--- src/rtl/core_pkg.sv ---
// Shared encodings for the RV32I memory stage: access sizes, writeback
// source selects and the memory-port FSM states.
package core_pkg;

  localparam logic [2:0] F3_B  = 3'b000;
  localparam logic [2:0] F3_H  = 3'b001;
  localparam logic [2:0] F3_W  = 3'b010;
  localparam logic [2:0] F3_BU = 3'b100;
  localparam logic [2:0] F3_HU = 3'b101;

  localparam logic [1:0] RES_ALU = 2'b00;
  localparam logic [1:0] RES_MEM = 2'b01;
  localparam logic [1:0] RES_PC4 = 2'b10;

  typedef enum logic {
    IDLE = 1'b0,
    WAIT = 1'b1
  } mem_state_t;

  function automatic logic [31:0] word_addr(input logic [31:0] a);
    return {a[31:2], 2'b00};
  endfunction

endpackage

--- src/rtl/mem_wb_stage_if.sv ---
// Single-outstanding data-memory port: the stage is master, memory is slave.
interface mem_wb_stage_if;
  logic        dmem_req;
  logic        dmem_we;
  logic [31:0] dmem_addr;
  logic [31:0] dmem_wdata;
  logic [3:0]  dmem_be;
  logic [31:0] dmem_rdata;
  logic        dmem_ready;

  modport master (
    output dmem_req, dmem_we, dmem_addr, dmem_wdata, dmem_be,
    input  dmem_rdata, dmem_ready
  );

  modport slave (
    input  dmem_req, dmem_we, dmem_addr, dmem_wdata, dmem_be,
    output dmem_rdata, dmem_ready
  );
endinterface

--- src/rtl/mem_wb_stage_lsu_lane_fmt.sv ---
// Byte-lane formatting for loads and stores plus alignment check.
module lsu_lane_fmt
  import core_pkg::*;
(
  input  logic [2:0]  funct3,
  input  logic [1:0]  addr_lo,
  input  logic [31:0] store_data,
  input  logic [31:0] rdata,
  output logic [3:0]  be,
  output logic [31:0] wdata,
  output logic [31:0] load_data,
  output logic        misalign
);

  logic [7:0]  byte_s;
  logic [15:0] half_s;

  // Lane selection, strobes, extension and alignment by access size.
  always_comb begin
    be        = 4'hF;
    wdata     = store_data;
    load_data = rdata;
    misalign  = 1'b0;
    half_s    = addr_lo[1] ? rdata[31:16] : rdata[15:0];
    case (addr_lo)
      2'd0:    byte_s = rdata[7:0];
      2'd1:    byte_s = rdata[15:8];
      2'd2:    byte_s = rdata[23:16];
      2'd3:    byte_s = rdata[31:24];
      default: byte_s = rdata[7:0];
    endcase
    case (funct3)
      F3_B, F3_BU: begin
        be    = 4'b0001 << addr_lo;
        wdata = {4{store_data[7:0]}};
        if (funct3 == F3_B) begin
          load_data = {{24{byte_s[7]}}, byte_s};
        end else begin
          load_data = {24'd0, byte_s};
        end
      end
      F3_H, F3_HU: begin
        be       = 4'b0011 << {addr_lo[1], 1'b0};
        wdata    = {2{store_data[15:0]}};
        misalign = addr_lo[0];
        if (funct3 == F3_H) begin
          load_data = {{16{half_s[15]}}, half_s};
        end else begin
          load_data = {16'd0, half_s};
        end
      end
      default: begin
        misalign = (addr_lo != 2'b00);
      end
    endcase
  end

endmodule

--- src/rtl/mem_wb_stage.sv ---
// Memory stage and MEM/WB register: drives the data-memory port, stalls the
// front end while an access waits, and abandons accesses after a timeout.
module mem_wb_stage
  import core_pkg::*;
#(
  parameter int TIMEOUT_CYCLES = 16,
  parameter int CNT_W          = 5
) (
  input  logic        clk,
  input  logic        rst_n,
  mem_wb_stage_if.master dmem,
  input  logic        RegWriteM,
  input  logic        MemWriteM,
  input  logic [1:0]  ResultSrcM,
  input  logic [2:0]  funct3M,
  input  logic [31:0] ALUresultM,
  input  logic [31:0] WriteDataM,
  input  logic [31:0] PCPlus4M,
  input  logic [4:0]  RdM,
  output logic        StallM,
  output logic        MisalignM,
  output logic        BusErrM,
  output logic        RegWriteW,
  output logic [1:0]  ResultSrcW,
  output logic [31:0] ALUresultW,
  output logic [31:0] ReadDataW,
  output logic [31:0] PCPlus4W,
  output logic [4:0]  RdW
);

  localparam logic [CNT_W-1:0] TO_CNT  = CNT_W'(TIMEOUT_CYCLES);
  localparam logic [CNT_W-1:0] CNT_ONE = CNT_W'(1);

  mem_state_t       state_q, state_d;
  logic [CNT_W-1:0] cnt_q, cnt_d;

  logic        access_s, aligned_s, timeout_s, req_s, stall_s;
  logic        misalign_s, buserr_s;
  logic [3:0]  fmt_be_s;
  logic [31:0] fmt_wdata_s, load_data_s;
  logic        fmt_mis_s;

  logic        regwrite_q, regwrite_d;
  logic [1:0]  resultsrc_q, resultsrc_d;
  logic [31:0] alu_q, alu_d, rdata_q, rdata_d, pc4_q, pc4_d;
  logic [4:0]  rd_q, rd_d;

  lsu_lane_fmt u_fmt (
    .funct3     (funct3M),
    .addr_lo    (ALUresultM[1:0]),
    .store_data (WriteDataM),
    .rdata      (dmem.dmem_rdata),
    .be         (fmt_be_s),
    .wdata      (fmt_wdata_s),
    .load_data  (load_data_s),
    .misalign   (fmt_mis_s)
  );

  // FSM state and wait-counter register.
  always_ff @(posedge clk or negedge rst_n) begin
    if (!rst_n) begin
      state_q <= IDLE;
      cnt_q   <= '0;
    end else begin
      state_q <= state_d;
      cnt_q   <= cnt_d;
    end
  end

  // Next state: enter WAIT on a missed first cycle, leave on ready or timeout.
  always_comb begin
    state_d = state_q;
    cnt_d   = cnt_q;
    case (state_q)
      IDLE: begin
        if (aligned_s && !dmem.dmem_ready) begin
          state_d = WAIT;
          cnt_d   = CNT_ONE;
        end else begin
          state_d = IDLE;
          cnt_d   = '0;
        end
      end
      WAIT: begin
        if (dmem.dmem_ready || timeout_s || !aligned_s) begin
          state_d = IDLE;
          cnt_d   = '0;
        end else begin
          state_d = WAIT;
          cnt_d   = cnt_q + CNT_ONE;
        end
      end
      default: begin
        state_d = IDLE;
        cnt_d   = '0;
      end
    endcase
  end

  // Outputs; gated by rst_n so request and stall drop without a clock edge.
  always_comb begin
    access_s   = MemWriteM | (ResultSrcM == RES_MEM);
    aligned_s  = access_s & ~fmt_mis_s;
    timeout_s  = (state_q == WAIT) & (cnt_q == TO_CNT) & ~dmem.dmem_ready;
    req_s      = rst_n & aligned_s & ~timeout_s;
    stall_s    = req_s & ~dmem.dmem_ready;
    misalign_s = rst_n & access_s & fmt_mis_s;
    buserr_s   = rst_n & timeout_s;
  end

  assign dmem.dmem_req   = req_s;
  assign dmem.dmem_we    = req_s & MemWriteM;
  assign dmem.dmem_addr  = word_addr(ALUresultM);
  assign dmem.dmem_wdata = fmt_wdata_s;
  assign dmem.dmem_be    = MemWriteM ? fmt_be_s : 4'hF;
  assign StallM          = stall_s;
  assign MisalignM       = misalign_s;
  assign BusErrM         = buserr_s;

  // MEM/WB next value: bubble while stalled, kill write on fault.
  always_comb begin
    if (!stall_s) begin
      regwrite_d  = RegWriteM & ~misalign_s & ~timeout_s;
      resultsrc_d = ResultSrcM;
      alu_d       = ALUresultM;
      rdata_d     = load_data_s;
      pc4_d       = PCPlus4M;
      rd_d        = RdM;
    end else begin
      regwrite_d  = 1'b0;
      resultsrc_d = resultsrc_q;
      alu_d       = alu_q;
      rdata_d     = rdata_q;
      pc4_d       = pc4_q;
      rd_d        = rd_q;
    end
  end

  // MEM/WB pipeline register.
  always_ff @(posedge clk or negedge rst_n) begin
    if (!rst_n) begin
      regwrite_q  <= 1'b0;
      resultsrc_q <= 2'b00;
      alu_q       <= 32'd0;
      rdata_q     <= 32'd0;
      pc4_q       <= 32'd0;
      rd_q        <= 5'd0;
    end else begin
      regwrite_q  <= regwrite_d;
      resultsrc_q <= resultsrc_d;
      alu_q       <= alu_d;
      rdata_q     <= rdata_d;
      pc4_q       <= pc4_d;
      rd_q        <= rd_d;
    end
  end

  assign RegWriteW  = regwrite_q;
  assign ResultSrcW = resultsrc_q;
  assign ALUresultW = alu_q;
  assign ReadDataW  = rdata_q;
  assign PCPlus4W   = pc4_q;
  assign RdW        = rd_q;

endmodule

--- src/flat_wrapper.sv ---
// flat-port wrapper written by rule: the top's interface ports become plain ports
module mem_wb_stage_flat import core_pkg::*;
#(
  parameter int TIMEOUT_CYCLES = 16,
  parameter int CNT_W          = 5
)
  (clk, rst_n, RegWriteM, MemWriteM, ResultSrcM, funct3M, ALUresultM, WriteDataM, PCPlus4M, RdM, StallM, MisalignM, BusErrM, RegWriteW, ResultSrcW, ALUresultW, ReadDataW, PCPlus4W, RdW, dmem_dmem_req, dmem_dmem_we, dmem_dmem_addr, dmem_dmem_wdata, dmem_dmem_be, dmem_dmem_rdata, dmem_dmem_ready);
  mem_wb_stage_if dmem_i ();
  input  logic clk;
  input  logic rst_n;
  input  logic RegWriteM;
  input  logic MemWriteM;
  input  logic [1:0] ResultSrcM;
  input  logic [2:0] funct3M;
  input  logic [31:0] ALUresultM;
  input  logic [31:0] WriteDataM;
  input  logic [31:0] PCPlus4M;
  input  logic [4:0] RdM;
  output logic StallM;
  output logic MisalignM;
  output logic BusErrM;
  output logic RegWriteW;
  output logic [1:0] ResultSrcW;
  output logic [31:0] ALUresultW;
  output logic [31:0] ReadDataW;
  output logic [31:0] PCPlus4W;
  output logic [4:0] RdW;
  output wire logic [$bits(dmem_i.dmem_req)-1:0] dmem_dmem_req;
  output wire logic [$bits(dmem_i.dmem_we)-1:0] dmem_dmem_we;
  output wire logic [$bits(dmem_i.dmem_addr)-1:0] dmem_dmem_addr;
  output wire logic [$bits(dmem_i.dmem_wdata)-1:0] dmem_dmem_wdata;
  output wire logic [$bits(dmem_i.dmem_be)-1:0] dmem_dmem_be;
  input wire logic [$bits(dmem_i.dmem_rdata)-1:0] dmem_dmem_rdata;
  input wire logic [$bits(dmem_i.dmem_ready)-1:0] dmem_dmem_ready;
  assign dmem_dmem_req = dmem_i.dmem_req;
  assign dmem_dmem_we = dmem_i.dmem_we;
  assign dmem_dmem_addr = dmem_i.dmem_addr;
  assign dmem_dmem_wdata = dmem_i.dmem_wdata;
  assign dmem_dmem_be = dmem_i.dmem_be;
  assign dmem_i.dmem_rdata = dmem_dmem_rdata;
  assign dmem_i.dmem_ready = dmem_dmem_ready;
  mem_wb_stage #(.TIMEOUT_CYCLES(TIMEOUT_CYCLES), .CNT_W(CNT_W)) u_core (.clk(clk), .rst_n(rst_n), .dmem(dmem_i), .RegWriteM(RegWriteM), .MemWriteM(MemWriteM), .ResultSrcM(ResultSrcM), .funct3M(funct3M), .ALUresultM(ALUresultM), .WriteDataM(WriteDataM), .PCPlus4M(PCPlus4M), .RdM(RdM), .StallM(StallM), .MisalignM(MisalignM), .BusErrM(BusErrM), .RegWriteW(RegWriteW), .ResultSrcW(ResultSrcW), .ALUresultW(ALUresultW), .ReadDataW(ReadDataW), .PCPlus4W(PCPlus4W), .RdW(RdW));
endmodule
--- config.mk ---
export PLATFORM = sky130hd
export DESIGN_NAME = mem_wb_stage_flat
export DESIGN_NICKNAME = d
export VERILOG_FILES = /design/src/rtl/core_pkg.sv /design/src/rtl/mem_wb_stage_if.sv /design/src/rtl/mem_wb_stage_lsu_lane_fmt.sv /design/src/rtl/mem_wb_stage.sv /design/src/flat_wrapper.sv
export SDC_FILE = /design/constraint.sdc
export NUM_CORES = 1
export LEC_CHECK = 0
export BUFFER_PORTS_ARGS = -buffer_cell sky130_fd_sc_hd__buf_2
export CAP_MARGIN = 20
export CORE_MARGIN = 10
export CORE_UTILIZATION = 41
export CTS_BUF_LIST = sky130_fd_sc_hd__clkbuf_2
export DETAILED_ROUTE_END_ITERATION = 8
export PLACE_DENSITY_LB_ADDON = 0.08
export SYNTH_ARGS = -nofsm -noshare
export SYNTH_HDL_FRONTEND = slang
export SYNTH_SLANG_ARGS = --single-unit
--- constraint.sdc ---
create_clock -name clk -period 2.09 [get_ports clk]
set_input_delay 0.209 -clock clk [delete_from_list [all_inputs] [get_ports clk]]
set_output_delay 0.209 -clock clk [all_outputs]
set_load 0.005 [all_outputs]
======== After elaboration in Yosys (flattened, before gate mapping) ========
Index checks and enable logic that the tools add are counted.
word-level totals
  bits in registers ....................... 110
  output and inout bits ................... 177
  logic and storage cells ................. 63
cells by class
  add/subtract/negate cells ............... 1
  equal/unequal tests ..................... 8
  shifts and indexed selects .............. 2
  muxes and demuxes ....................... 16
  bitwise logic cells ..................... 18
  reduce and logical (&&, ||, !) cells .... 10
operators by type and width
  kind                 count
  $pmux 32 s2          2
  $mux 32              2
  $pmux 8 s4           1
  $mux 16              1
  $and 1x1->1          12
  $pmux 5 s2           1
  $pmux 4 s2           1
  $eq 3x3->1 const B   2
  $add 5x1->5 const B  1
  $eq 5x5->1 const B   1
  $mux 5               1
  $not 1->1            5
  $eq 2x1->1 const B   2
  $eq 2x2->1 const B   2
  $mux 1               4
  $mux 4               1
  $pmux 1 s2           2
  $reduce_or 2->1      2
  $shl 1x2->4 const A  1
  $shl 2x2->4 const A  1
  $eq 3x1->1 const B   1
  $logic_not 3->1      1
  $logic_not 1->1      2
  $logic_not 2->1      1
  4 further kinds      5

======== Depth between registers and ports, before layout ========
Gate-level depths: netlist of run 1.
  word-level depth ........................ 9
  mapped depth ............................ 8
  gate-level depth less buffers ........... 6

======== Modules after synthesis ========
A second synthesis of run 1 with hierarchy kept.
second synthesis, totals
  cell total of the unflattened synthesis .. 483
  area, all modules ....................... 5622.9 µm²
by module, submodules not included
  module        times used  cells each  area an instance (µm²)  sequential area each (µm²)
  mem_wb_stage  1           298         4504.3                  2752.6
  lsu_lane_fmt  1           185         1118.6                  0.0

======== Worst setup path after synthesis of run 1 ========
No wires, ideal clock.
  path kind ............................... register to register
  from .................................... reg u_core.cnt_q[0]
  to ...................................... reg u_core.alu_q[0] (netlist: u_core.ALUresultW[0])
  setup time .............................. 0.127 ns
  arrival time ............................ 1.812 ns
  data required time ...................... 1.963 ns
  path slack .............................. 0.151 ns
  stages on the path, launching flop included .. 9
  cells stage by stage .................... dfrtp_1 > inv_1 > ha_1 > nand4b_1 > nor3_1 > nor4b_4 > buf_6 > buf_6 > mux2_1
on the way
  word-level cells in the longest chain between the ends .. 6
ends and longest elaborated chain
  what                      RTL line             RTL
  start, declared           mem_wb_stage.sv:35   logic [CNT_W-1:0] cnt_q, cnt_d;
  start signal, assigned    mem_wb_stage.sv:66   cnt_q <= cnt_d;
  $eq 5x5->1                mem_wb_stage.sv:104  timeout_s = (state_q == WAIT) & (cnt_q == TO_CNT) & ~dmem.dmem_ready;
  $and 1x1->1 (2 in a row)  mem_wb_stage.sv:104
  $not 1->1                 mem_wb_stage.sv:105  req_s = rst_n & aligned_s & ~timeout_s;
  $and 1x1->1               mem_wb_stage.sv:105
  $and 1x1->1               mem_wb_stage.sv:106  stall_s = req_s & ~dmem.dmem_ready;
  end signal, assigned      mem_wb_stage.sv:151  alu_q <= alu_d;
  end, declared             mem_wb_stage.sv:45   logic [31:0] alu_q, alu_d, rdata_q, rdata_d, pc4_q, pc4_d;
No other way between the ends.
A chain may end at the register's enable or synchronous reset.

======== Worst setup path in the final report of run 1 ========
  from .................................... reg u_core.cnt_q[1]
  to ...................................... reg u_core.alu_q[21] (netlist: u_core.ALUresultW[21])
Same word-level chain as after synthesis.

==> results of run 1 <==
timing repair:
action,CTS,global route
gates cloned,2,9
hold endpoints to repair,219,0
setup endpoints to repair,6,108
setup buffers,7,3
hold buffers,109,0
gates resized for setup,8,73
pin swaps,4,3
flip-flops by register name (all words and copies together), names as in the netlist:
register and cells:
u_core.ALUresultW 32, u_core.PCPlus4W 32, u_core.ReadDataW 32, u_core.RdW 5, u_core.cnt_q 5, u_core.ResultSrcW 2
u_core.RegWriteW 1, u_core.state_q 1
metal layers:
| layer | up-vias | wire length, µm | track usage, % |
|---|---|---|---|
| met5 | - | 0 | 0 |
| met3 | 25 | 2220 | 8.36 |
| met4 | 0 | 353 | 5.92 |
| li1 | 2359 | - | - |
| met1 | 2469 | 7840 | 22.2 |
| met2 | 274 | 10800 | 35.8 |
per-stage QoR:
stage | power [mW] | worst slack [ps]
2_1_floorplan | 2.89 | 151
3_3_place_gp | 3.41 | 109
3_5_place_dp | 3.43 | 48.9
4_1_cts | 4.77 | -286
5_1_grt | 5.10 | -372
6_report | 4.86 | -251
cells by family (layout without fill, tap and decap cells):
group           count (synthesis)  count (layout)  synth area share (%)
flops                         110             110                  49.3
mux                           136             136                  27.5
simple gates                   49              49                  4.82
compound gates                 61              61                  8.63
other cells                     1               2                0.0672
fa+ha+maj                       2               2                 0.448
buf+inv                        71             481                  8.70
xor+xnor                        3               3                 0.471
area by class of cell:
cell class / count / area (µm²)
fillers: 1024 / 4370
repair buffers: 462 / 3220
flip-flops and latches: 110 / 2750
multi-input cells: 253 / 2580
well taps: 176 / 220
clock inverters: 6 / 93.8
clock buffers: 10 / 50.0
inverters: 3 / 11.3
synth_stat cells, types with 4 or more instances:
| library cell | instances |
|---|---|
| mux2i_1 | 15 |
| clkbuf_1 | 9 |
| a221o_1 | 7 |
| nor2_1 | 4 |
| nor2b_1 | 4 |
| a22oi_1 | 7 |
| mux2_1 | 50 |
| dfrtp_1 | 110 |
| buf_1 | 4 |
| buf_6 | 8 |
| nand2_1 | 20 |
| and3_1 | 4 |
| o21ai_0 | 12 |
| o221ai_1 | 7 |
| a22o_1 | 23 |
| buf_2 | 7 |
| mux2_2 | 69 |
| buf_4 | 40 |
where the power goes:
| group | switching [mW] | internal [mW] | total, mW |
|---|---|---|---|
| clock network | 0.737 | 0.406 | 1.14 |
| logic | 0.558 | 0.767 | 1.33 |
| registers | 0.0877 | 2.30 | 2.39 |
| total | 1.38 | 3.47 | 4.86 |
worst register-to-register path, cell delays in order, from the launching register on:
cell,delay (ps)
dfrtp_1,440
inv_2,50
ha_4,150
nand4b_1,100
nor3_2,50
buf_4,140
nor4b_4,330
buf_4,230
buf_12,150
buf_12,150
clkbuf_16,160
mux2_4,300
worst min path at each step:
stage / from / endpoint / slack (ps) / depth (start not counted)
detailed placement: rst_n / u_core.cnt_q[0] / 50 / 1
CTS: funct3M[1] / u_core.RegWriteW / 10 / 4
floorplan: rst_n / u_core.ALUresultW[0] / -90 / 0
global route: funct3M[1] / u_core.RegWriteW / 30 / 4
global placement: rst_n / u_core.state_q / 50 / 1
finish: funct3M[1] / u_core.RegWriteW / 40 / 4
==> results.sh, run 1 <==
export IMPL_drive_gt1_share_pct=58.3
export IMPL_grt_total_usage_pct=20.4
export IMPL_final_period_utilization_pct=112
export IMPL_biggest_area_contributors_in_the_synthesized_netlist="dfrtp_1, mux2_2, mux2_1, buf_4, a22o_1"
export IMPL_rsz0062_at_grt="yes"
export IMPL_synthCells=433
export IMPL_yosysWarnings=0
export IMPL_highest_clock_frequency_the_design_can_meet_mhz=427
export IMPL_drt_initial_drc_count=287
export IMPL_die_footprint_um2=18700
export IMPL_final_setup_tns_ps=-11450
export IMPL_avgRoutedWirePerCell_um=20.8
export IMPL_critical_path_top_delay_family="buffers and inverters"
export IMPL_ys_seq_elements=110
export IMPL_synthToLayoutAreaGrowth_pct=59.9
export IMPL_post_synth_cell_area_avg_um2=12.9
export IMPL_die_width_um=137
export IMPL_htree_levels=3
export IMPL_grt_pass1_wl_um=29900
export IMPL_design_area_um2=8920
export IMPL_worst_setup_path_startpoint="u_core.cnt_q[1]"
export IMPL_synth_top_cell_area_share_pct=49.3
export IMPL_worstSkewPairLatency_ps=650
export IMPL_cts_root_buffer_cell="clkbuf_2"
export IMPL_timing_critical_path_fanout_max=7
export IMPL_period_minus_slack_ps=2340
export IMPL_timing_hold_worst_class="input pin to register"
export IMPL_worst_r2r_endpoint="u_core.ALUresultW[21]"
export IMPL_fin_util_pct=67.1
export IMPL_dp_cells=874
export IMPL_maxSlewViolCount=0
export IMPL_starting_density_of_the_core_pct=42.0
export IMPL_stage_delay_of_the_slowest_cell_on_the_critical_path_ps=440
export IMPL_antenna_cells_inserted=0
export IMPL_area_of_the_core_um2=13300
export IMPL_cp_num_cells=11
export IMPL_gpl_final_weighted_congestion=0.856
export IMPL_cts_tree="yes"
export IMPL_cts_made_buffers=9
export IMPL_start_kind="register"
export IMPL_cells_along_the_critical_path="inv_2, ha_4, nand4b_1, nor3_2, buf_4, nor4b_4, buf_4, buf_12, buf_12, clkbuf_16, mux2_4"
export IMPL_slew_headroom_pct=62.3
export IMPL_ffs_w_async_s_r_synth_pct=100
export IMPL_worst_ir_drop_vdd_uv=320
export IMPL_drv_max_cap_violation_count=0
export IMPL_worstPathBufferInverterCount=6
export IMPL_floorplan_die_height_um=137
export IMPL_critPathSlowestCell="dfrtp_1"
export IMPL_synth_top_flop_cell="dfrtp_1"
export IMPL_portBuffers=317
export IMPL_finalClockSkew_ps=51.1
export IMPL_path_clk_slew_ps=290
export IMPL_timing_hold_violations_final=0
export IMPL_violations="setup timing"
export IMPL_clock_path_buffers=2
export IMPL_cp_arrival_ps=2870
export IMPL_number_of_global_route_vias_before_repair=5498
export IMPL_reg2reg_from="u_core.cnt_q[1]"
export IMPL_number_of_design_rule_violations_left_after_detail_routing=0
export IMPL_numClockSinks=110
export IMPL_fin_hold_ws_ps=41.3
export IMPL_static_leakage_power_nw=4.44
export IMPL_routed_via_density=5.03
export IMPL_grt_overflow_total=0
export IMPL_placed_cell_area_um2=7070
export IMPL_worstRegToRegCells=11
export IMPL_seq_area_frac_synth_pct=49.3
export IMPL_reg2reg_slack_ps=-250
export IMPL_most_common_layout_cells="buf_2, dfrtp_1, dlygate4sd3_1"
export IMPL_drt_pass1_iterations=5
export IMPL_post_route_worst_setup_slack_ps=-251
export IMPL_grt_antenna_before_repair=1
export IMPL_synth_lib_cells_used_distinct=39
export IMPL_path_class="register to register"
export IMPL_worst_pin_slew_ps=565
export IMPL_layout_cells_non_filler=1020
export IMPL_wirelength_um=21200
export IMPL_setup_worst_path_end="u_core.ALUresultW[21]"
export IMPL_final_nets=984
export IMPL_row_count=42
export IMPL_number_of_top_level_pins=320
export IMPL_powerDensity_nw_per_um2=544
export IMPL_final_common_cell="buf_2"
export IMPL_outcome="finished with violations"
export IMPL_detailed_place_hpwl_um=14400
export IMPL_worst_ep_required_time_ps=2620
export IMPL_synth_edff_count=0
export IMPL_drt_antenna_violating_nets=0
export IMPL_num_vias=5127
export IMPL_synth_largest_area_cell="dfrtp_1"
export IMPL_grt_start_max_net_pins=106
export IMPL_setup_viol_count_final=89
export IMPL_worstSetupEndpointType="register"
export IMPL_syn_cell_area_um2=5580
(Power assumes the default switching activity.)
==> run 2: changes to the inputs <==
--- a/config.mk
+++ b/config.mk
@@ -7,6 +7,7 @@
 export LEC_CHECK = 0
 export BUFFER_PORTS_ARGS = -buffer_cell sky130_fd_sc_hd__buf_2
 export CAP_MARGIN = 20
+export CORE_ASPECT_RATIO = 1.25
 export CORE_MARGIN = 10
 export CORE_UTILIZATION = 41
 export CTS_BUF_LIST = sky130_fd_sc_hd__clkbuf_2
==> results.sh, run 2 (synthesis gave the netlist of run 1 again) <==
export IMPL_worst_pin_slew_ps=1070
export IMPL_die_width_um=124
export IMPL_number_of_design_rule_violations_left_after_detail_routing=0
export IMPL_final_common_cell="buf_2"
export IMPL_avgRoutedWirePerCell_um=21.0
export IMPL_design_area_um2=8860
export IMPL_num_vias=5090
export IMPL_die_footprint_um2=18700
export IMPL_post_route_worst_setup_slack_ps=-214
export IMPL_met2_length_um=11000
export IMPL_worst_ir_drop_vdd_uv=271
export IMPL_placed_cell_area_um2=7090
export IMPL_cp_arrival_ps=2100
export IMPL_drt_initial_drc_count=274
export IMPL_floorplan_die_height_um=150
export IMPL_wl_met3_um=1450
export IMPL_rsz0062_at_grt="yes"
export IMPL_drt_antenna_violating_nets=0
export IMPL_fin_hold_ws_ps=74.3
export IMPL_final_period_utilization_pct=110
export IMPL_static_leakage_power_nw=4.42
export IMPL_finalClockSkew_ps=47.2
export IMPL_grt_pass1_wl_um=30400
export IMPL_worst_ep_required_time_ps=1880
export IMPL_htree_levels=3
export IMPL_final_nets=977
export IMPL_wirelength_met1_um=8170
export IMPL_timing_hold_violations_final=0
export IMPL_most_common_layout_cells="buf_2, dfrtp_1, dlygate4sd3_1"
export IMPL_gpl_final_weighted_congestion=0.844
export IMPL_synthToLayoutAreaGrowth_pct=58.7
export IMPL_routed_via_density=5.03
export IMPL_path_class="register to primary output"
export IMPL_row_count=47
export IMPL_outcome="finished with violations"
export IMPL_worstSetupEndpointType="primary output"
export IMPL_detailed_place_hpwl_um=14900
export IMPL_highest_clock_frequency_the_design_can_meet_mhz=434
export IMPL_start_kind="register"
export IMPL_timing_critical_path_fanout_max=2
export IMPL_starting_density_of_the_core_pct=42.0
export IMPL_maxUsedRoutingLayer="met5"
export IMPL_area_of_the_core_um2=13300
export IMPL_timing_hold_worst_class="input pin to register"
export IMPL_wirelength_um=21200
export IMPL_clock_path_buffers=2
export IMPL_period_minus_slack_ps=2300
export IMPL_powerDensity_nw_per_um2=534
export IMPL_path_clk_slew_ps=310
export IMPL_drive_gt1_share_pct=54.5
export IMPL_number_of_top_level_pins=320
export IMPL_grt_total_usage_pct=20.0
export IMPL_slew_headroom_pct=28.3
export IMPL_worstSkewPairLatency_ps=640
export IMPL_violations="setup timing"
export IMPL_grt_antenna_before_repair=3
export IMPL_grt_overflow_total=0
export IMPL_cts_made_buffers=9
export IMPL_number_of_global_route_vias_before_repair=5527
export IMPL_cts_tree="yes"
export IMPL_maxSlewViolCount=0
export IMPL_grt_start_max_net_pins=66
export IMPL_setup_viol_count_final=79
export IMPL_drt_pass1_iterations=4
export IMPL_portBuffers=317
export IMPL_numClockSinks=110
export IMPL_cts_root_buffer_cell="clkbuf_2"
export IMPL_drv_max_cap_violation_count=0
==> run 2: cell count changes in the layout (fill, tap and decap cells not counted), moves of 4 or more <==
| cell | change |
|---|---|
| mux2_2 | -37 |
| dlygate4sd3_1 | -5 |
| buf_4 | -4 |
| mux2_1 | +34 |
| diode_2 | +4 |
==> run 2: metal layers <==
metal  vias to the layer above  track usage [%]
li1                       2340                -
met1                      2466             21.9
met2                       240             35.2
met3                        42             6.30
met4                         2             8.34
met5                         -                0
==> run 2: what timing repair did <==
action	CTS	global route
hold buffers	102	2
setup buffers	4	6
endpoints found under the setup margin	4	95
pin swaps	1	3
gates cloned	0	9
hold endpoints to repair	214	2
resized for setup	7	79
==> run 2: worst paths after layout <==
path                                        from                     to  slack, ps  cells after the start
setup / recovery                 u_core.cnt_q[1]                 StallM       -210                      8
hold / removal               dmem_dmem_rdata[27]   u_core.ReadDataW[27]         70                      3
setup reg to reg                 u_core.cnt_q[1]   u_core.ReadDataW[15]        -80                     11
hold reg to reg            u_core.ALUresultW[27]  u_core.ALUresultW[27]        530                      1
max in group asynchronous                  rst_n        u_core.cnt_q[3]       1050                      3
min in group asynchronous                  rst_n    u_core.PCPlus4W[18]        190                      3
==> run 2: where the power goes <==
| part | leakage [nW] | switching (mW) | internal (mW) |
|---|---|---|---|
| clock | 0.0739 | 0.754 | 0.285 |
| sequential | 1.31 | 0.0910 | 2.30 |
| combinational | 3.03 | 0.550 | 0.749 |
==> run 2: through the flow <==
stage	cells	utilization (%)	setup slack, ps	total power [mW]	setup TNS, ps
final	1011	66.6	-214	4.73	-3010
after global placement	870	53.4	72.3	3.41	0
after global routing	1009	66.6	-376	4.97	-15720
after floorplan	434	-	151	2.89	0
after detailed placement	870	53.4	30.1	3.44	0
after CTS	990	62.2	-272	4.62	-780
==> run 2: cell type report <==
class,count,area (µm²)
diodes,4,10.0
clock buffers,9,45.0
clock inverters,6,72.6
fillers,1053,4430
inverters,3,11.3
multi-input cells,253,2600
flip-flops and latches,110,2750
well taps,171,214
repair buffers,455,3150
==> run 2: worst max-delay path, cell delays in order, from the launching register on <==
cell and delay [ps]:
dfrtp_1 430, inv_2 50, ha_4 140, nand4b_1 130, nor3_4 70, buf_4 150, nor4b_4 280, buf_6 160
buf_6 90
==> run 3: changes to the inputs <==
--- a/config.mk
+++ b/config.mk
@@ -7,7 +7,7 @@
 export LEC_CHECK = 0
 export BUFFER_PORTS_ARGS = -buffer_cell sky130_fd_sc_hd__buf_2
 export CAP_MARGIN = 20
-export CORE_ASPECT_RATIO = 1.25
+export CORE_ASPECT_RATIO = 2
 export CORE_MARGIN = 10
 export CORE_UTILIZATION = 41
 export CTS_BUF_LIST = sky130_fd_sc_hd__clkbuf_2
==> results.sh, run 3 (synthesis gave the netlist of run 1 again) <==
export IMPL_number_of_global_route_vias_before_repair=5664
export IMPL_area_of_the_core_um2=13400
export IMPL_hold_path_depth=3
export IMPL_wirelength_um=22000
export IMPL_grt_pass1_wl_um=30700
export IMPL_worstRegToRegCells=11
export IMPL_drv_max_cap_violation_count=0
export IMPL_worst_pin_slew_ps=1040
export IMPL_cts_made_buffers=9
export IMPL_numClockSinks=110
export IMPL_path_clk_slew_ps=300
export IMPL_layout_cells_non_filler=1004
export IMPL_worst_ir_drop_vdd_uv=374
export IMPL_fin_util_pct=68.4
export IMPL_die_footprint_um2=19000
export IMPL_timing_hold_violations_final=0
export IMPL_drt_antenna_violating_nets=0
export IMPL_final_common_cell="buf_2"
export IMPL_period_minus_slack_ps=2340
export IMPL_final_period_utilization_pct=112
export IMPL_row_count=60
export IMPL_starting_density_of_the_core_pct=41.5
export IMPL_most_common_layout_cells="buf_2, dfrtp_1, dlygate4sd3_1"
export IMPL_drt_pass1_iterations=4
export IMPL_portBuffers=317
export IMPL_final_nets=988
export IMPL_worst_ep_required_time_ps=1880
export IMPL_cts_tree="yes"
export IMPL_dp_cells=852
export IMPL_timing_critical_path_fanout_max=4
export IMPL_post_route_worst_setup_slack_ps=-251
export IMPL_drt_initial_drc_count=189
export IMPL_gpl_final_weighted_congestion=0.759
export IMPL_worstSetupEndpointType="primary output"
export IMPL_clock_path_buffers=2
export IMPL_worstSkewPairLatency_ps=620
export IMPL_timing_hold_worst_class="input pin to register"
export IMPL_setup_viol_count_final=89
export IMPL_routed_via_density=5.17
export IMPL_stage_delay_of_the_slowest_cell_on_the_critical_path_ps=450
export IMPL_detailed_place_hpwl_um=14700
export IMPL_grt_total_usage_pct=20.9
export IMPL_grt_overflow_total=0
export IMPL_number_of_top_level_pins=320
export IMPL_cts_root_buffer_cell="clkbuf_2"
export IMPL_grt_antenna_before_repair=1
export IMPL_number_of_design_rule_violations_left_after_detail_routing=0
export IMPL_htree_levels=3
export IMPL_path_class="register to primary output"
export IMPL_num_vias=5189
export IMPL_die_width_um=102
export IMPL_cp_arrival_ps=2130
export IMPL_drive_gt1_share_pct=57.5
export IMPL_powerDensity_nw_per_um2=553
export IMPL_highest_clock_frequency_the_design_can_meet_mhz=427
export IMPL_start_kind="register"
export IMPL_critPathSlowestCell="dfrtp_1"
export IMPL_floorplan_die_height_um=185
export IMPL_outcome="finished with violations"
export IMPL_grt_start_max_net_pins=112
export IMPL_violations="setup timing"
export IMPL_maxSlewViolCount=0
export IMPL_avgRoutedWirePerCell_um=21.9
export IMPL_synthToLayoutAreaGrowth_pct=64.7
export IMPL_slew_headroom_pct=30.2
export IMPL_finalClockSkew_ps=56.6
export IMPL_rsz0062_at_grt="yes"
export IMPL_static_leakage_power_nw=4.62
export IMPL_cells_along_the_critical_path="inv_1, ha_1, nand4b_1, nor3_4, buf_6, nor3b_2, and2_1, buf_2"
-- run 3: changes by cell type in the layout (fill, tap and decap cells not counted), sizes merged --
cell / before / now
clkbuf: 15 / 16
dlygate4sd3: 104 / 103
bufinv: 1 / 3
diode: 4 / 1
inv: 3 / 5
buf: 345 / 356
clkinv: 5 / 2
-- run 3: worst paths after layout --
kind | start | slack [ps] | to
worst max-delay path | u_core.cnt_q[0] | -250 | dmem_dmem_we
worst min-delay path | dmem_dmem_rdata[12] | 60 | u_core.ReadDataW[12]
worst max register to register | u_core.cnt_q[0] | -240 | u_core.ReadDataW[14]
worst min register to register | u_core.ALUresultW[2] | 530 | u_core.ALUresultW[2]
max in group asynchronous | rst_n | 1430 | u_core.ReadDataW[14]
min in group asynchronous | rst_n | 220 | u_core.ALUresultW[19]
-- run 3: cell type report --
cell class,count,area [µm²]
multi-input cells,253,2680
repair buffers,466,3380
fillers,940,4250
inverters,3,11.3
well taps,155,194
diodes,1,2.50
clock buffers,9,45.0
clock inverters,7,128
flip-flops and latches,110,2750
-- run 3: per-layer routing --
layer,vias up,wire (µm),track usage [%]
met3,39,2030,6.72
li1,2351,-,-
met2,274,11800,38.3
met1,2525,7470,20.6
met5,-,0,0
met4,0,708,8.74
-- run 3: where the power goes --
| part | switching [mW] | internal, mW |
|---|---|---|
| Combinational | 0.574 | 0.813 |
| Clock | 0.761 | 0.537 |
| Sequential | 0.0920 | 2.30 |
-- run 3: worst max-delay path: cells and delay by family (launching register included) --
kind	cells	cell delay, ps
fa+ha+maj	1	140
flops	1	450
simple gates	4	630
buf+inv	3	330
-- run 3: per-stage QoR --
step / cell area (µm²) / setup slack [ps] / hold slack (ps) / TNS [ps] / total power [mW]
floorplan: 5580 / 151 / -86.6 / 0 / 2.89
global placement: 7050 / 70.2 / 382 / 0 / 3.41
detailed placement: 7050 / -12.8 / 387 / -55.5 / 3.44
CTS: 8720 / -288 / 1.40 / -8610 / 5.01
global route: 9190 / -419 / 8.05 / -23780 / 5.33
finish: 9190 / -251 / 59.2 / -13510 / 5.08
-- run 3: timing repair --
action	4_1_cts	5_1_grt
endpoints found under the setup margin	50	99
pin swaps	1	1
buffers inserted	9	12
hold endpoints to repair	212	1
hold buffers	102	1
gates cloned	8	8
resized for setup	52	72
